===== config.mk =====
export PLATFORM = sky130hd
export DESIGN_NAME = fifo_alu_sequencer
export DESIGN_NICKNAME = d
export VERILOG_FILES = /design/src/rtl/fifo_alu_sequencer.sv
export SDC_FILE = /design/constraint.sdc
export NUM_CORES = 1
export LEC_CHECK = 0
export CAP_MARGIN = 5
export CORE_UTILIZATION = 31
export DETAILED_ROUTE_END_ITERATION = 16
export HOLD_SLACK_MARGIN = 0.05
export PLACE_DENSITY = 0.48
export SKIP_LAST_GASP = 1
export SYNTH_ARGS = -nofsm -noshare
export SYNTH_HDL_FRONTEND = slang
export SYNTH_SLANG_ARGS = --single-unit

===== constraint.sdc =====
create_clock -name clk -period 12.3 [get_ports clk]
set_clock_uncertainty 0.05 [all_clocks]
set_input_delay 1.23 -clock clk [delete_from_list [all_inputs] [get_ports clk]]
set_output_delay 1.23 -clock clk [all_outputs]
set_load 0.02 [all_outputs]

===== src/rtl/fifo_alu_sequencer.sv =====
// fifo_alu_sequencer: pops operand pairs (A then B) from the operand FIFO,
// runs the latched ALU operation on each pair and reports a registered
// result with zero/carry/overflow flags, then pulses done.
//
// FIFO read handshake: fifo_rd_en is a single-cycle pop request. The FIFO
// answers exactly one cycle later with either fifo_rd_ack (fifo_dout holds
// the popped word) or fifo_rd_err (FIFO was empty, nothing popped). When
// both are high the ack wins and the error is not counted. With neither
// high the sequencer keeps waiting. Answers arriving while not waiting
// (e.g. after a reset) are ignored.
//
// dbg_state exposes the FSM state (IDLE=0, REQ_A=1, WAIT_A=2, REQ_B=3,
// WAIT_B=4, EXEC=5, FIN=6).
module fifo_alu_sequencer #(
  parameter int DATA_W = 32,
  parameter int CNT_W  = 4,
  parameter int ERR_W  = 8
) (
  input  logic              clk,
  input  logic              reset,
  input  logic              start,
  input  logic [2:0]        op,
  input  logic [CNT_W-1:0]  num_pairs,
  input  logic [DATA_W-1:0] fifo_dout,
  input  logic              fifo_rd_ack,
  input  logic              fifo_rd_err,
  output logic              fifo_rd_en,
  output logic [DATA_W-1:0] result,
  output logic              result_valid,
  output logic              flag_z,
  output logic              flag_c,
  output logic              flag_v,
  output logic              busy,
  output logic              done,
  output logic [ERR_W-1:0]  underflow_cnt,
  output logic [2:0]        dbg_state
);

  typedef enum logic [2:0] {
    IDLE   = 3'd0,
    REQ_A  = 3'd1,
    WAIT_A = 3'd2,
    REQ_B  = 3'd3,
    WAIT_B = 3'd4,
    EXEC   = 3'd5,
    FIN    = 3'd6
  } state_t;

  localparam logic [2:0] OP_ADD  = 3'b000;
  localparam logic [2:0] OP_SUB  = 3'b001;
  localparam logic [2:0] OP_AND  = 3'b010;
  localparam logic [2:0] OP_OR   = 3'b011;
  localparam logic [2:0] OP_XOR  = 3'b100;
  localparam logic [2:0] OP_SHL  = 3'b101;
  localparam logic [2:0] OP_SHR  = 3'b110;

  state_t            state;
  logic [2:0]        op_reg;
  logic [CNT_W-1:0]  remaining;
  logic [DATA_W-1:0] a_reg;
  logic [DATA_W-1:0] b_reg;

  logic [DATA_W:0]   sum_ext;
  logic [DATA_W:0]   diff_ext;
  logic [DATA_W-1:0] alu_res;
  logic              alu_c;
  logic              alu_v;

  // Control outputs are pure decodes of the registered state.
  assign fifo_rd_en = (state == REQ_A) || (state == REQ_B);
  assign busy       = (state != IDLE);
  assign done       = (state == FIN);
  assign dbg_state  = state;

  // ALU on the captured operands; carry/overflow only meaningful for ADD/SUB.
  always_comb begin
    sum_ext  = {1'b0, a_reg} + {1'b0, b_reg};
    diff_ext = {1'b0, a_reg} - {1'b0, b_reg};
    alu_res  = '0;
    alu_c    = 1'b0;
    alu_v    = 1'b0;
    case (op_reg)
      OP_ADD: begin
        alu_res = sum_ext[DATA_W-1:0];
        alu_c   = sum_ext[DATA_W];
        alu_v   = (a_reg[DATA_W-1] == b_reg[DATA_W-1]) &&
                  (sum_ext[DATA_W-1] != a_reg[DATA_W-1]);
      end
      OP_SUB: begin
        alu_res = diff_ext[DATA_W-1:0];
        alu_c   = diff_ext[DATA_W];
        alu_v   = (a_reg[DATA_W-1] != b_reg[DATA_W-1]) &&
                  (diff_ext[DATA_W-1] != a_reg[DATA_W-1]);
      end
      OP_AND:  alu_res = a_reg & b_reg;
      OP_OR:   alu_res = a_reg | b_reg;
      OP_XOR:  alu_res = a_reg ^ b_reg;
      OP_SHL:  alu_res = a_reg << b_reg[4:0];
      OP_SHR:  alu_res = a_reg >> b_reg[4:0];
      default: alu_res = a_reg;
    endcase
  end

  // Sequencer FSM with its datapath registers and the underflow counter.
  always_ff @(posedge clk) begin
    if (reset) begin
      state         <= IDLE;
      op_reg        <= '0;
      remaining     <= '0;
      a_reg         <= '0;
      b_reg         <= '0;
      result        <= '0;
      flag_z        <= 1'b0;
      flag_c        <= 1'b0;
      flag_v        <= 1'b0;
      result_valid  <= 1'b0;
      underflow_cnt <= '0;
    end else begin
      result_valid <= 1'b0;
      unique case (state)
        IDLE: begin
          if (start) begin
            op_reg    <= op;
            remaining <= num_pairs;
            state     <= (num_pairs == '0) ? FIN : REQ_A;
          end
        end
        REQ_A: state <= WAIT_A;
        WAIT_A: begin
          if (fifo_rd_ack) begin
            a_reg <= fifo_dout;
            state <= REQ_B;
          end else if (fifo_rd_err) begin
            if (underflow_cnt != '1) underflow_cnt <= underflow_cnt + 1'b1;
            state <= REQ_A;
          end
        end
        REQ_B: state <= WAIT_B;
        WAIT_B: begin
          if (fifo_rd_ack) begin
            b_reg <= fifo_dout;
            state <= EXEC;
          end else if (fifo_rd_err) begin
            if (underflow_cnt != '1) underflow_cnt <= underflow_cnt + 1'b1;
            state <= REQ_B;
          end
        end
        EXEC: begin
          result       <= alu_res;
          flag_z       <= (alu_res == '0);
          flag_c       <= alu_c;
          flag_v       <= alu_v;
          result_valid <= 1'b1;
          remaining    <= remaining - 1'b1;
          // remaining still holds the count including the pair just finished
          state        <= (remaining > CNT_W'(1)) ? REQ_A : FIN;
        end
        FIN:     state <= IDLE;
        default: state <= IDLE;
      endcase
    end
  end

endmodule


======== After elaboration in Yosys (flattened, before gate mapping) ========
Index checks and enable logic that the tools add are counted.
operators by class
  $add $sub $neg .......................... 4
  order comparisons ....................... 1
  equal/unequal tests ..................... 20
  shift-type cells ........................ 2
  multiplexer cells ....................... 14
  bitwise gates (word level) .............. 4
  reduce and logical (&&, ||, !) cells .... 16
operators by type and width
  operator             count
  $pmux 32 s7          1
  $add 32x32->33       1
  $sub 32x32->33       1
  $and 32x32->32       1
  $logic_not 32->1     1
  $or 32x32->32        1
  $shl 32x5->32        1
  $shr 32x5->32        1
  $xor 32x32->32       1
  $mux 3               7
  $eq 3x3->1 const B   6
  $pmux 3 s6           1
  $eq 3x2->1 const B   4
  $add 8x1->8 const B  1
  $ne 8x8->1 const B   1
  $pmux 4 s2           1
  $reduce_and 2->1     4
  $eq 3x1->1 const B   2
  $logic_not 3->1      2
  $ne 3x3->1 const B   2
  $gt 4x1->1 const B   1
  $logic_not 4->1      1
  $mux 4               1
  $pmux 1 s2           2
  other kinds (13)     16
word-level totals
  flip-flop bits (word level) ............. 118
  bits of input ports ..................... 44
  output and inout bits ................... 50
  word-level logic and storage cells ...... 72

======== Logic depth before layout (Yosys ltp) ========
  word-level depth ........................ 4
  mapped depth ............................ 19

======== Worst setup path before layout ========
OpenSTA, ideal clock, no wires.
  kind .................................... register -> register
  start point ............................. reg b_reg[2]
  end point ............................... reg flag_z
  library setup time ...................... 0.084 ns
  arrival ................................. 4.051 ns
  slack ................................... 8.115 ns
  cell stages (with the launch flop) ...... 20
  buffers on the path ..................... 5
  path through ............................ dfxtp_1 buf_2 buf_4 inv_1 buf_4 buf_4 clkbuf_1 ha_1 nor3_1 o311ai_0 o211ai_1 a311o_1 a21oi_1 o41a_1 a2111oi_4 o32a_2 nand4_1 nor4b_2 nand4_1 o31ai_2
on the way
  word-level cells in the longest chain between the ends .. 3
  elaborated cells between the ends (all ways) .. 9
  classes of those cells .................. add/sub: 2; shift: 2; mux: 1; bitwise: 3; reduce/logical: 1
RTL lines
  element                                 RTL line  source
  start, declared                         61        logic [DATA_W-1:0] b_reg;
  start signal, assigned                  141       b_reg <= fifo_dout;
  $sub 32x32->33 (tied with other cells)  78        diff_ext = {1'b0, a_reg} - {1'b0, b_reg};
  $pmux 32 s7 (*)                         82        case (op_reg)
  $logic_not 32->1 (*)                    150       flag_z <= (alu_res == '0);
  end signal, assigned                    150
  end, declared                           30        output logic flag_z,
Every way passes the cells marked *; elsewhere a longest branch is shown, timed or not.
A chain may end at the register's enable or synchronous reset.

======== Worst setup path in the final report ========
  start point ............................. reg b_reg[3]
  end point ............................... reg flag_z
Same word-level chain as after synthesis.

==> impl_metrics.toml <==
[synth]
synth_most_common_cell = "nand2_1"
ys_async_sr_fraction_pct = 0
ys_ff_latch = 118
ys_types = 103
synth_flop_cell = "dfxtp_1"
synth.top_cell.area_share_pct = 15.79
synth_edf_count = 0
yosys.area.top_type = "dfxtp_1"
synth.avg_cell_area_sq_um = 7.364
ys.warnings.count = 0
ys_seq_area_share_pct = 15.79
syn_area_sq_mm = 0.01496
syn-num-nets = 2186
netlist_top_cells_count = "299 x nand2_1, 226 x a21oi_1, 172 x nor2_1"
syn-instance-count = 2031
synth_area_leaders = "dfxtp_1 16%, ha_1 9.1%, a21oi_1 7.6%, nand2_1 7.5%, mux4_2 7.1%"

[pwr]
fin_total_pwr_mw = 2.428
pwr-share-seq_pct = 20.2
cellInternalPower_mw = 1.258
sw_frac_of_total_pct = 48.16
clkPwrFrac_pct = 24.7
comb_power_share_pct = 55.1
cellLeakagePower_nw = 5.871
switching_power_mw = 1.169
power_density_mw_per_mm2 = 144.4
peakVddDrop_uv = 127.0

[cells_and_area]
nets = 2159
diodes = 0
design_area_sq_mm = 0.01681
fillCellCount = 5160
stdcell_count = 2632
drive_gt1_share_pct = 10.06
syn_to_final_growth_pct = 12.38

[setup_path]
crit_chain = "buf_4 -> inv_1 -> buf_4 -> ha_1 -> nor3b_1 -> nor3_1 -> a2111oi_2 -> o21ai_1 -> nand2_1 -> a2111oi_0 -> a22oi_1 -> nor4_1 -> nand4_1 -> nor4b_2 -> nand4_1 -> o31ai_2"
cp-start-kind = "flop"
r2r_cells = 16
criticalPathCategory = "flop to flop"
crit_slowest_cell = "ha_1"
critPathRequiredTime_ns = 12.64
critPathLaunch = "b_reg[3]"
slowest_delay_ns = 0.60
reg2reg_slack_ns = 6.85
cp_max_fo = 64
crit_path_end_kind = "flop"
r2r_end = "flag_z"
worstSetupEndpoint = "flag_z"
cp.arrival_ns = 5.79
timing.rr.start = "b_reg[3]"

[clock_network]
cts_tree = "yes"
clk_latency_ns = 0.49
clk_pin_slew_ns = 0.08
cts_max_level = 4
holdBufCountCts = 0
postCtsSetupBuffers = 0
cts_max_path_buffers = 2
clock-sinks = 118
cts_buffers = 17
cts-root-buf = "clkbuf_16"
cts-resized-gates = 0

[floorplan]
initial_core_util_pct = 31.39
rows = 80
dieArea_sq_mm = 0.04913
die_w_um = 221.7
die_h_um = 221.7
core_area_sq_mm = 0.04765
io_pins = 94

[timing]
relSlewSlack_pct = 20.89
max_freq_mhz = 183.6
finalCriticalPeriod_ns = 5.448
period_share_pct = 44.29
worstMarginPinSlew_ns = 1.185
rsz0062_at_grt = "false"
fin_setup_tns_ns = 0
setup_viol = 0
drv_slew = 0
finalHoldViolCount = 0

[routing]
routedWlPerCell_um = 28.02
firstDrtPassIters = 6
routed_wl_um = 73740
ant_nets = 0
vias_per_cell = 6.269
vias = 16500
drt_iter0_drc = 1849
remaining_drc_errors = 0

[grt]
groute.usage.overall_pct = 29.81
grt_overflow_total = 0
grt_max_degree = 88
grt_pass1_vias = 15430
grt_pass1_wl_um = 108300
antenna_found_initial = 1

[hold_path]
hold_depth = 2
min_path_type = "flop to flop"

[placement]
gp_congestion = 1.020
place_area_sq_mm = 0.01612
hpwlAfterDp_um = 55610
numPortBuffers = 93
placed_cells = 2600

[status]
outcome = "complete, no violations"

[run]
maxCapViolCount = 0
==> cell usage in the layout (no fill, tap or decap), drive strengths merged, types with 13 or more instances in the layout <==
cell type	Yosys	routed
a211oi	24	24
mux2i	59	59
inv	109	113
o21ai	102	102
nand4	25	25
mux4	53	53
a31oi	16	16
ha	109	109
o21a	17	17
nand3	37	37
o211ai	27	27
xnor2	19	19
nor2b	14	14
clkbuf	111	20
o31ai	13	13
clkdlybuf4s50	0	92
a221oi	24	24
nand2	299	299
a21o	18	18
and2	17	17
buf	74	47
o22ai	18	18
nand2b	21	21
nor3	45	45
mux2	31	31
dfxtp	118	118
nor2	172	172
a21oi	226	226
==> cell type report <==
cell class / count / area (sq um) / area share, %
Clock buffer: 20 / 478.0 / 2.844
Inverter: 110 / 412.9 / 2.456
Clock inverter: 12 / 209.0 / 1.243
Timing Repair Buffer: 139 / 1274 / 7.578
Multi-Input combinational cell: 1618 / 11290 / 67.17
Tap cell: 615 / 769.5 / 4.578
Sequential cell: 118 / 2376 / 14.14
==> worst min-delay path by stage <==
| stage | start | end | slack (ns) |
|---|---|---|---|
| 2_1_floorplan | b_reg[10] | b_reg[10] | 0.40 |
| 3_3_place_gp | result[29] | result[29] | 0.40 |
| 3_5_place_dp | result[18] | result[18] | 0.40 |
| 4_1_cts | result[18] | result[18] | 0.41 |
| 5_1_grt | result[20] | result[20] | 0.42 |
| 6_report | result[20] | result[20] | 0.40 |
==> power groups by stage <==
| stage | Sequential [mW] | Combinational, mW | Clock [mW] |
|---|---|---|---|
| floorplan | 0.455 | 0.880 | 0 |
| global placement | 0.496 | 1.30 | 0 |
| detailed placement | 0.498 | 1.29 | 0 |
| CTS | 0.489 | 1.30 | 0.617 |
| global route | 0.497 | 1.42 | 0.630 |
| finish | 0.491 | 1.34 | 0.600 |
==> worst max-delay path, delay by kind of cell (launching register included) <==
kind / cells / cell delay [ns]
AO/OA/AOI/OAI: 5 / 1.56
adder cells (fa/ha/maj): 1 / 0.60
buffers and inverters: 3 / 0.93
flip-flops: 1 / 0.32
AND/OR/NAND/NOR: 7 / 1.78
==> cell families after synthesis <==
group / share of synthesized area [%]
compound gates: 28.35
buf+inv: 9.068
mux: 14.57
fa+ha+maj: 9.386
flops: 15.79
xor+xnor: 1.464
simple gates: 21.37
==> per-stage QoR <==
stage	utilization, %	hold slack (ns)	worst slack [ns]
6_report	35.28	0.4034	6.852
5_1_grt	35.28	0.4209	6.553
4_1_cts	35.28	0.4071	7.020
3_5_place_dp	33.84	0.3992	7.072
3_3_place_gp	33.84	0.3973	7.103
2_1_floorplan	-	0.4030	8.115
==> per-layer routing <==
| layer | track usage, % | vias to the layer above | wire (um) |
|---|---|---|---|
| li1 | - | 7341 | - |
| met1 | 42.21 | 8128 | 32830 |
| met2 | 44.30 | 894 | 31740 |
| met3 | 5.407 | 134 | 6364 |
| met4 | 11.96 | 2 | 2785 |
| met5 | 0 | - | 19 |
(Power assumes the default switching activity.)
